**src/rtl/ti_ray_sched_pkg.sv**
```systemverilog
// Shared types and defaults for the T&I ray scheduler.
package ti_ray_sched_pkg;

  localparam int unsigned TI_SCHED_NUM_REQS = 4;
  localparam int unsigned TI_SCHED_TAG_BITS = 8;
  localparam int unsigned TI_RAY_BITS       = 192;
  localparam int unsigned TI_RESULT_BITS    = 128;

  typedef enum logic [1:0] {
    IDLE  = 2'd0,
    ISSUE = 2'd1,
    BUSY  = 2'd2,
    RESP  = 2'd3
  } ti_sched_state_t;

  typedef struct packed {
    logic [31:0] org_x;
    logic [31:0] org_y;
    logic [31:0] org_z;
    logic [31:0] dir_x;
    logic [31:0] dir_y;
    logic [31:0] dir_z;
  } ti_ray_t;

  typedef struct packed {
    logic        hit;
    logic [30:0] tri_idx;
    logic [31:0] distance;
    logic [31:0] u;
    logic [31:0] v;
  } ti_result_t;

endpackage

```
**src/rtl/ti_rr_arbiter.sv**
```systemverilog
// Round-robin arbiter: first valid requester at or after the pointer wins;
// the pointer moves past the winner only when the grant is accepted.
module ti_rr_arbiter
  import ti_ray_sched_pkg::*;
#(
  parameter  int unsigned NUM_REQS = TI_SCHED_NUM_REQS,
  localparam int unsigned IDX_W    = (NUM_REQS > 1) ? $clog2(NUM_REQS) : 1
) (
  input  logic                clk,
  input  logic                reset,
  input  logic [NUM_REQS-1:0] valid,
  input  logic                en,
  input  logic                accept,
  output logic [NUM_REQS-1:0] grant_c,
  output logic [IDX_W-1:0]    grant_idx_c,
  output logic                grant_vld_c
);

  logic [IDX_W-1:0] ptr_q, ptr_d;

  always_comb begin
    int unsigned idx;
    logic        found;
    idx         = 0;
    found       = 1'b0;
    grant_idx_c = '0;
    for (int unsigned i = 0; i < NUM_REQS; i++) begin
      idx = 32'(ptr_q) + i;
      if (idx >= NUM_REQS) idx = idx - NUM_REQS;
      if (!found && valid[IDX_W'(idx)]) begin
        found       = 1'b1;
        grant_idx_c = IDX_W'(idx);
      end
    end
    grant_vld_c = en && found;
    grant_c     = '0;
    if (grant_vld_c) grant_c[grant_idx_c] = 1'b1;
  end

  always_comb begin
    ptr_d = ptr_q;
    if (accept) begin
      ptr_d = (grant_idx_c == IDX_W'(NUM_REQS - 1)) ? '0 : grant_idx_c + IDX_W'(1);
    end
  end

  always_ff @(posedge clk or negedge reset) begin
    if (!reset) ptr_q <= '0;
    else        ptr_q <= ptr_d;
  end

endmodule

```
**src/rtl/ti_ray_sched.sv**
```systemverilog
// Shares one T&I unit among NUM_REQS ray issuers, one ray in flight at a time.
// Optional performance counters are built when TI_SCHED_PERF_EN is defined.
module ti_ray_sched
  import ti_ray_sched_pkg::*;
#(
  parameter int unsigned NUM_REQS    = TI_SCHED_NUM_REQS,
  parameter int unsigned RAY_BITS    = TI_RAY_BITS,
  parameter int unsigned RESULT_BITS = TI_RESULT_BITS,
  parameter int unsigned TAG_BITS    = TI_SCHED_TAG_BITS
) (
  input  logic                         clk,
  input  logic                         reset,
  input  logic                         cfg_enable,
  input  logic [NUM_REQS-1:0]          req_valid,
  input  logic [NUM_REQS*RAY_BITS-1:0] req_ray,
  input  logic [NUM_REQS*TAG_BITS-1:0] req_tag,
  output logic [NUM_REQS-1:0]          req_ready,
  output logic [NUM_REQS-1:0]          rsp_valid,
  output logic [RESULT_BITS-1:0]       rsp_result,
  output logic [TAG_BITS-1:0]          rsp_tag,
  input  logic [NUM_REQS-1:0]          rsp_ready,
  output logic                         unit_valid,
  output logic [RAY_BITS-1:0]          unit_ray,
  input  logic                         unit_ready,
  input  logic                         unit_done,
  input  logic [RESULT_BITS-1:0]       unit_result,
  output logic                         sched_busy
`ifdef TI_SCHED_PERF_EN
  ,
  output logic [31:0]                  perf_rays,
  output logic [31:0]                  perf_busy_cycles,
  output logic [31:0]                  perf_wait_cycles
`endif
);

  localparam int unsigned IDX_W = (NUM_REQS > 1) ? $clog2(NUM_REQS) : 1;

  ti_sched_state_t         state_q, state_d;
  logic [RAY_BITS-1:0]     ray_q, ray_d;
  logic [TAG_BITS-1:0]     tag_q, tag_d;
  logic [IDX_W-1:0]        owner_q, owner_d;
  logic [RESULT_BITS-1:0]  result_q, result_d;
  logic                    unit_valid_q, unit_valid_d;
  logic [NUM_REQS-1:0]     rsp_valid_q, rsp_valid_d;
  logic                    busy_q, busy_d;

  logic                    arb_en_c;
  logic                    accept_c;
  logic [NUM_REQS-1:0]     grant_c;
  logic [IDX_W-1:0]        grant_idx_c;
  logic                    owner_ready_c;

  // Grants are only offered from IDLE, so every grant is accepted.
  assign arb_en_c = cfg_enable && (state_q == IDLE);

  ti_rr_arbiter #(
    .NUM_REQS (NUM_REQS)
  ) u_arb (
    .clk         (clk),
    .reset       (reset),
    .valid       (req_valid),
    .en          (arb_en_c),
    .accept      (accept_c),
    .grant_c     (grant_c),
    .grant_idx_c (grant_idx_c),
    .grant_vld_c (accept_c)
  );

  // The accept strobe is combinational; keep it quiet while reset is held.
  assign req_ready = grant_c & {NUM_REQS{reset}};

  always_comb begin
    owner_ready_c = 1'b0;
    for (int unsigned i = 0; i < NUM_REQS; i++) begin
      if (owner_q == IDX_W'(i)) owner_ready_c = rsp_ready[i];
    end
  end

  always_comb begin
    state_d  = state_q;
    ray_d    = ray_q;
    tag_d    = tag_q;
    owner_d  = owner_q;
    result_d = result_q;
    case (state_q)
      IDLE: begin
        if (accept_c) begin
          state_d = ISSUE;
          owner_d = grant_idx_c;
          for (int unsigned i = 0; i < NUM_REQS; i++) begin
            if (grant_c[i]) begin
              ray_d = req_ray[i*RAY_BITS +: RAY_BITS];
              tag_d = req_tag[i*TAG_BITS +: TAG_BITS];
            end
          end
        end
      end
      ISSUE: if (unit_ready) state_d = BUSY;
      BUSY: begin
        if (unit_done) begin
          result_d = unit_result;
          state_d  = RESP;
        end
      end
      RESP: if (owner_ready_c) state_d = IDLE;
      default: state_d = IDLE;
    endcase

    // Outputs registered from the next state so they change cleanly on edges.
    unit_valid_d = (state_d == ISSUE);
    busy_d       = (state_d != IDLE);
    rsp_valid_d  = '0;
    for (int unsigned i = 0; i < NUM_REQS; i++) begin
      rsp_valid_d[i] = (state_d == RESP) && (owner_d == IDX_W'(i));
    end
  end

  always_ff @(posedge clk or negedge reset) begin
    if (!reset) begin
      state_q      <= IDLE;
      ray_q        <= '0;
      tag_q        <= '0;
      owner_q      <= '0;
      result_q     <= '0;
      unit_valid_q <= 1'b0;
      rsp_valid_q  <= '0;
      busy_q       <= 1'b0;
    end else begin
      state_q      <= state_d;
      ray_q        <= ray_d;
      tag_q        <= tag_d;
      owner_q      <= owner_d;
      result_q     <= result_d;
      unit_valid_q <= unit_valid_d;
      rsp_valid_q  <= rsp_valid_d;
      busy_q       <= busy_d;
    end
  end

  assign unit_valid = unit_valid_q;
  assign unit_ray   = ray_q;
  assign rsp_valid  = rsp_valid_q;
  assign rsp_result = result_q;
  assign rsp_tag    = tag_q;
  assign sched_busy = busy_q;

`ifdef TI_SCHED_PERF_EN
  logic [31:0] perf_rays_q, perf_rays_d;
  logic [31:0] perf_busy_q, perf_busy_d;
  logic [31:0] perf_wait_q, perf_wait_d;

  // Free-running counters; they wrap naturally at 2^32.
  always_comb begin
    perf_rays_d = perf_rays_q;
    perf_busy_d = perf_busy_q;
    perf_wait_d = perf_wait_q;
    if (accept_c) perf_rays_d = perf_rays_q + 32'd1;
    if ((state_q == ISSUE) || (state_q == BUSY)) perf_busy_d = perf_busy_q + 32'd1;
    if ((|req_valid) && !accept_c) perf_wait_d = perf_wait_q + 32'd1;
  end

  always_ff @(posedge clk or negedge reset) begin
    if (!reset) begin
      perf_rays_q <= '0;
      perf_busy_q <= '0;
      perf_wait_q <= '0;
    end else begin
      perf_rays_q <= perf_rays_d;
      perf_busy_q <= perf_busy_d;
      perf_wait_q <= perf_wait_d;
    end
  end

  assign perf_rays        = perf_rays_q;
  assign perf_busy_cycles = perf_busy_q;
  assign perf_wait_cycles = perf_wait_q;
`endif

endmodule
```
**config.mk**
```make
export PLATFORM = sky130hd
export DESIGN_NAME = ti_ray_sched
export DESIGN_NICKNAME = d
export VERILOG_FILES = /design/src/rtl/ti_ray_sched_pkg.sv /design/src/rtl/ti_rr_arbiter.sv /design/src/rtl/ti_ray_sched.sv
export SDC_FILE = /design/constraint.sdc
export NUM_CORES = 1
export LEC_CHECK = 0
export BUFFER_PORTS_ARGS = -buffer_cell sky130_fd_sc_hd__buf_4
export CAP_MARGIN = 20
export CORE_AREA = 2 2 500 502
export CTS_CLUSTER_DIAMETER = 120
export DETAILED_ROUTE_END_ITERATION = 16
export DIE_AREA = 0 0 502 504
export PLACE_DENSITY = 0.3
export SETUP_SLACK_MARGIN = 0.02
export SLEW_MARGIN = 10
export SYNTH_ARGS = -nofsm -noshare
export SYNTH_HDL_FRONTEND = slang
export SYNTH_HIERARCHICAL = 1
export SYNTH_SLANG_ARGS = --single-unit
```
**constraint.sdc**
```tcl
create_clock -name clk -period 9 [get_ports clk]
set_clock_uncertainty 0.2 [all_clocks]
set_input_delay 0 -clock clk [delete_from_list [all_inputs] [get_ports clk]]
set_output_delay 0 -clock clk [all_outputs]
set_load 0.1 [all_outputs]
```
### Yosys cells after proc, flatten, opt, wreduce, memory -nomap -nowiden

Index checks and enable logic that the tools add are counted.

| word-level totals | value |
|---|---|
| register bits after elaboration | 340 |
| bits of input ports | 941 |
| output and inout port bits | 338 |
| word-level logic and storage cells | 103 |

| operators by class | value |
|---|---|
| $add $sub $neg | 8 |
| $lt $le $gt $ge | 10 |
| eq/ne operators | 12 |
| multiplexer cells | 43 |
| bitwise operators | 1 |
| reductions and logical operators | 20 |

Operators with widths:

| kind | number |
|---|---|
| $mux 192 | 4 |
| $mux 8 | 4 |
| $mux 2 | 15 |
| $eq 2x2->1 const B | 8 |
| $lt 2x3->1 const B | 5 |
| $mux 1 | 13 |
| $logic_and 1x1->1 | 10 |
| $ge 3x3->1 const B | 3 |
| $bmux 1 s2 | 4 |
| $eq 2x1->1 const B | 4 |
| $pmux 2 s4 | 1 |
| $sub 2x1->2 const B | 4 |
| $add 2x2->3 const B | 2 |
| $logic_not 2->1 | 3 |
| $and 4x4->4 | 1 |
| $mux 4 | 1 |
| $reduce_bool 4->1 | 1 |
| $add 2x1->3 const B | 1 |
| $ge 2x3->1 const B | 1 |
| $logic_not 1->1 | 3 |
| $reduce_and 3->1 | 1 |
| $add 2x1->2 const B | 1 |
| $demux 1 s2 | 1 |
| $ge 2x1->1 const B | 1 |
| other kinds (2) | 2 |

### Logic depth before layout (Yosys ltp)

| logic depth | value |
|---|---|
| depth after elaboration | 23 |
| mapped depth | 10 |
| gate-level depth less buffers | 8 |

### Modules after synthesis

Netlist, hierarchy kept.

Modules (own cells, without submodules):

| module | instances | cells each | area each (µm²) | sequential area each (µm²) |
|---|---|---|---|---|
| ti_ray_sched | 1 | 1891 | 18939.4 | 8458.1 |
| ti_rr_arbiter | 1 | 33 | 276.5 | 50.0 |

### Worst setup path before layout

Ideal clock, no wire load.

| path | value |
|---|---|
| kind | register to output |
| start point | register u_arb.ptr_q[1] |
| end point | output req_ready[2] |
| data arrival time | 3.002 ns |
| data required time | 8.800 ns |
| path slack | 5.798 ns |
| cell stages (with the launch flop) | 10 |
| path buffers | 3 |
| cells stage by stage | dfrtp_1 nor2b_1 a21o_1 a221oi_1 ha_1 and2_1 buf_2 clkbuf_1 clkbuf_1 and2_1 |

| on the way | value |
|---|---|
| word-level cells in the longest chain between the ends | 20 |
| elaborated cells between the ends (all ways) | 45 |
| classes of those cells | 7 x add/sub; 6 x order compare; 23 x mux; 1 x bitwise; 8 x reduce/logical |

Ends and longest elaborated chain:

| what | RTL line | text |
|---|---|---|
| start: declaration | ti_rr_arbiter.sv:19 | `logic [IDX_W-1:0] ptr_q, ptr_d;` |
| start signal: assignment | ti_rr_arbiter.sv:49 | `else ptr_q <= ptr_d;` |
| parallel branches: the longest is 13 deep, another holds $add 2x1->3 | -- |  |
| $mux 2 * | ti_rr_arbiter.sv:30 | `if (!found && valid[IDX_W'(idx)]) begin` |
| via grant_idx_c[1] | ti_ray_sched.sv:50 | `logic [IDX_W-1:0] grant_idx_c;` |
| $lt 2x3->1 (implied by the code) / $ge 2x1->1 (equally long branches) | ti_rr_arbiter.sv:37 | `if (grant_vld_c) grant_c[grant_idx_c] = 1'b1;` |
| $logic_and 1x1->1 (implied by the code) | ti_rr_arbiter.sv:37 |  |
| $mux 1 (implied by the code) | ti_rr_arbiter.sv:37 |  |
| $demux 1 s2 * | -- |  |
| $mux 4 * | ti_rr_arbiter.sv:37 |  |
| via grant_c[2] | ti_ray_sched.sv:49 | `logic [NUM_REQS-1:0] grant_c;` |
| $and 4x4->4 * | ti_ray_sched.sv:70 | `assign req_ready = grant_c & {NUM_REQS{reset}};` |
| end: declaration | ti_ray_sched.sv:17 | `output logic [NUM_REQS-1:0] req_ready,` |

Mark *: on every way through the listed nets, which the timed path passes. The select of a mux whose other input is x is not followed.

### Worst setup path in the final report

| path | value |
|---|---|
| start point | register u_arb.ptr_q[1] |
| end point | register ray_q[117] (netlist: unit_ray[117]) |

| on the way | value |
|---|---|
| elaborated cells between the ends (all ways) | 49 |
| classes of those cells | 7 x add/sub; 6 x order compare; 26 x mux; 10 x reduce/logical |

RTL lines:

| what | RTL line | text |
|---|---|---|
| parallel branches: the longest is 13 deep, another holds $add 2x1->3 | -- |  |
| $mux 2 * | ti_rr_arbiter.sv:30 |  |
| via grant_idx_c[0] | ti_ray_sched.sv:50 |  |
| $lt 2x3->1 (implied by the code) / $ge 2x1->1 (equally long branches) | ti_rr_arbiter.sv:37 |  |
| $logic_and 1x1->1 (implied by the code) | ti_rr_arbiter.sv:37 |  |
| $mux 1 (implied by the code) | ti_rr_arbiter.sv:37 |  |
| $demux 1 s2 * | -- |  |
| $mux 4 * | ti_rr_arbiter.sv:37 |  |
| via grant_c[3] | ti_ray_sched.sv:49 |  |
| $reduce_bool 4->1 (no source line) | -- |  |
| $reduce_and 3->1 (no source line) | -- |  |
| end signal: assignment | ti_ray_sched.sv:130 | `ray_q <= ray_d;` |
| end: declaration | ti_ray_sched.sv:39 | `logic [RAY_BITS-1:0] ray_q, ray_d;` |

Marked as above.
A chain may end at the register's enable or synchronous reset.

==> flow_summary.toml <==
[layout]
drive_above_1_share_pct = 43.1
fillers = 27985
layout.nets = 4953
areaGrowthSynthToFinish_pct = 128
fin_area_um2 = 43700

[drt]
wl_per_cell_um = 24.9
vias = 24703
ant_nets = 0
firstDrtPassIters = 5
vias_per_cell = 3.33
drcViolationCount = 0
routed_wl_mm = 185
drt-initial-drc-count = 1205

[timing]
slew_violations = 0
period_minus_slack_ps = 5980
max_freq_mhz = 167
fin_tns_setup_ps = 0
relSlewSlack_pct = 12.2
final_hold_viol_count = 0
holdWs_ps = 82.2
worst_slack_ps = 3020
setup_viol = 0
worst_pin_slew_ps = 1320
rsz0062_at_grt = "false"
finalCritPeriodShare_pct = 66.5

[critical_path]
start_kind = "flop"
crit_required_ps = 9340
rr_worst_depth = 12
critical_path_arrival_ps = 6320
path_max_fanout = 53
r2r_slack_ps = 3020
path_class = "flop to flop"
reg2reg_to = "unit_ray[117]"
worstSetupEndpointType = "flop"
r2r_start = "u_arb/ptr_q[1]"

[placement]
dp_worst_setup_slack_ps = 4410
dp_hpwl_mm = 148
dpl_cell_area_um2 = 32600
port_buffers = 1278
gp_congestion = 0.856

[global_routing]
grt_pass1_wl_mm = 243
track_usage_pct = 14.1
grt_pass1_vias = 26269
grt_max_degree = 142
antenna_found_initial = 71
overflow = 0

[clock_tree]
ctsHoldBuffers = 906
root_buffer = "clkbuf_16"
path_clk_slew_ps = 60
insertion_delay_ps = 700
cts-htree-levels = 2
tritoncts = "done"
cts_buffers = 57
cts.sinks = 340
cts_resized = 0
clockBufferDepth = 3
post_cts_buffers = 0

[logic_synthesis]
synth-seq-cells = 340
seq_area_frac_synth_pct = 44.3
yosys-top-cells-count = "dfrtp_1, mux2_2, a21oi_1"
synth_warnings = 6
synthFlopType = "dfrtp_1"
yosysTopAreaCellShare_pct = 44.3
synth_edf_count = 0
yosysMostFrequentCell = "dfrtp_1"
syn_area_per_cell_um2 = 9.99
syn-num-nets = 2869
synth.area.top_cells = "dfrtp_1, mux2_2, o211ai_1"
synth_cells = 1924
async_reset_ff_share_pct = 100
synth_area_um2 = 19200
synth_area_leader_cell = "dfrtp_1"
ys_types = 35

[power_and_ir_drop]
power.share.clock_pct = 14.8
p_per_area_nw_per_um2 = 378
internal_power_mw = 6.64
peakVddDrop_mv = 0.215
p_leak_nw = 18.2
combPwrFrac_pct = 67.8
seqPwrFrac_pct = 17.4
power.switching_mw = 9.89
swShare_pct = 59.8

[min_path]
worstHoldPathCells = 5
hold_path.class = "input pin to flop"
hold_end = "unit_ray[184]"
min_from = "req_ray[568]"

[floorplanning]
std_cell_rows = 183
core_um2 = 248000
dieArea_um2 = 253000
fp.dieW_um = 502
die_h_um = 504
start_util_pct = 7.76
io_pins = 1279

[outcome]
outcome = "completed"

[flow_run]
drv_cap = 0
==> cells in the final DEF (no fill, tap or decap), types with 5 or more instances in the layout <==
cell	n
buf_4	1302
dlygate4sd3_1	905
dfrtp_1	340
mux2_2	331
a21oi_1	205
nand2b_1	202
nand2_1	201
o211ai_1	200
a31oi_1	200
clkbuf_16	57
diode_2	29
clkbuf_8	16
clkbuf_1	11
buf_12	8
nor2_1	7
nor3_1	6
clkinv_2	6
and2_1	5
bufinv_16	5
==> logic make-up (layout without fill, tap and decap cells) <==
group / Yosys count / in the layout / share of synthesized area [%]
flops: 340 / 340 / 44.3
mux: 334 / 334 / 19.6
fa+ha+maj: 4 / 4 / 0.260
other cells: 0 / 29 / 0
compound gates: 614 / 614 / 20.1
buf+inv: 197 / 2329 / 4.29
simple gates: 435 / 435 / 11.5
==> metrics by stage <==
step / std cells / util, % / total power, mW
2_1_floorplan: 1924 / - / 9.75
3_3_place_gp: 6373 / 13.2 / 13.3
3_5_place_dp: 6373 / 13.2 / 13.3
4_1_cts: 7386 / 17.6 / 16.9
5_1_grt: 7399 / 17.7 / 17.4
6_report: 7415 / 17.7 / 16.5
==> critical path, stage by stage, from the launching register on <==
cell           delay, ps
dfrtp_1              440
nor2b_1              180
o21a_1               180
dlygate4sd3_1        560
nor3_1               270
dlygate4sd3_1        640
ha_1                 160
and2_4               440
or4_4                560
and2_4               640
buf_4                670
a31oi_1              170
dlygate4sd3_1        610
==> cell type report <==
| class | instances | area, um2 | share of cell area, % |
|---|---|---|---|
| multi-input combinational | 1387 | 9900 | 22.6 |
| clock buffer | 84 | 1690 | 3.86 |
| tap | 3330 | 4170 | 9.52 |
| sequential | 340 | 8510 | 19.4 |
| antenna | 29 | 72.6 | 0.166 |
| clock inverter | 23 | 344 | 0.787 |
| inverter | 5 | 26.3 | 0.0601 |
| timing repair buffer | 2217 | 19000 | 43.5 |
==> routing by layer <==
metal	share of wire (%)	GRT usage, %	routed length [um]	vias to the layer above
met5	0.047	0	87	-
met1	40	16.5	74200	12106
met3	12	6.74	22200	195
li1	-	-	-	11289
met2	46	23.0	85000	1099
met4	1.8	3.07	3360	14
==> sequential cells by signal (all words and copies together), names as in the netlist <==
name / cells
rsp_result: 128
rsp_valid: 4
sched_busy: 1
owner_q: 2
unit_valid: 1
unit_ray: 192
state_q: 2
u_arb/ptr_q: 2
rsp_tag: 8
==> worst max-delay path by stage <==
stage | slack, ps | end | from
finish | 3020 | unit_ray[117] | u_arb/ptr_q[1]
global route | 2600 | unit_ray[117] | u_arb/ptr_q[1]
CTS | 2930 | unit_ray[126] | u_arb/ptr_q[1]
floorplan | 5800 | req_ready[2] | u_arb/ptr_q[1]
global placement | 4430 | unit_ray[142] | u_arb/ptr_q[1]
detailed placement | 4410 | unit_ray[142] | u_arb/ptr_q[1]
==> power groups by stage <==
stage | Sequential [mW] | Combinational, mW | Clock (mW)
2_1_floorplan | 8.28 | 1.47 | 0
3_3_place_gp | 2.89 | 10.4 | 0
4_1_cts | 2.89 | 11.4 | 2.58
5_1_grt | 2.98 | 11.8 | 2.61
3_5_place_dp | 2.89 | 10.4 | 0
6_report | 2.87 | 11.2 | 2.45
Note: power is estimated with default switching activity, not from simulation.
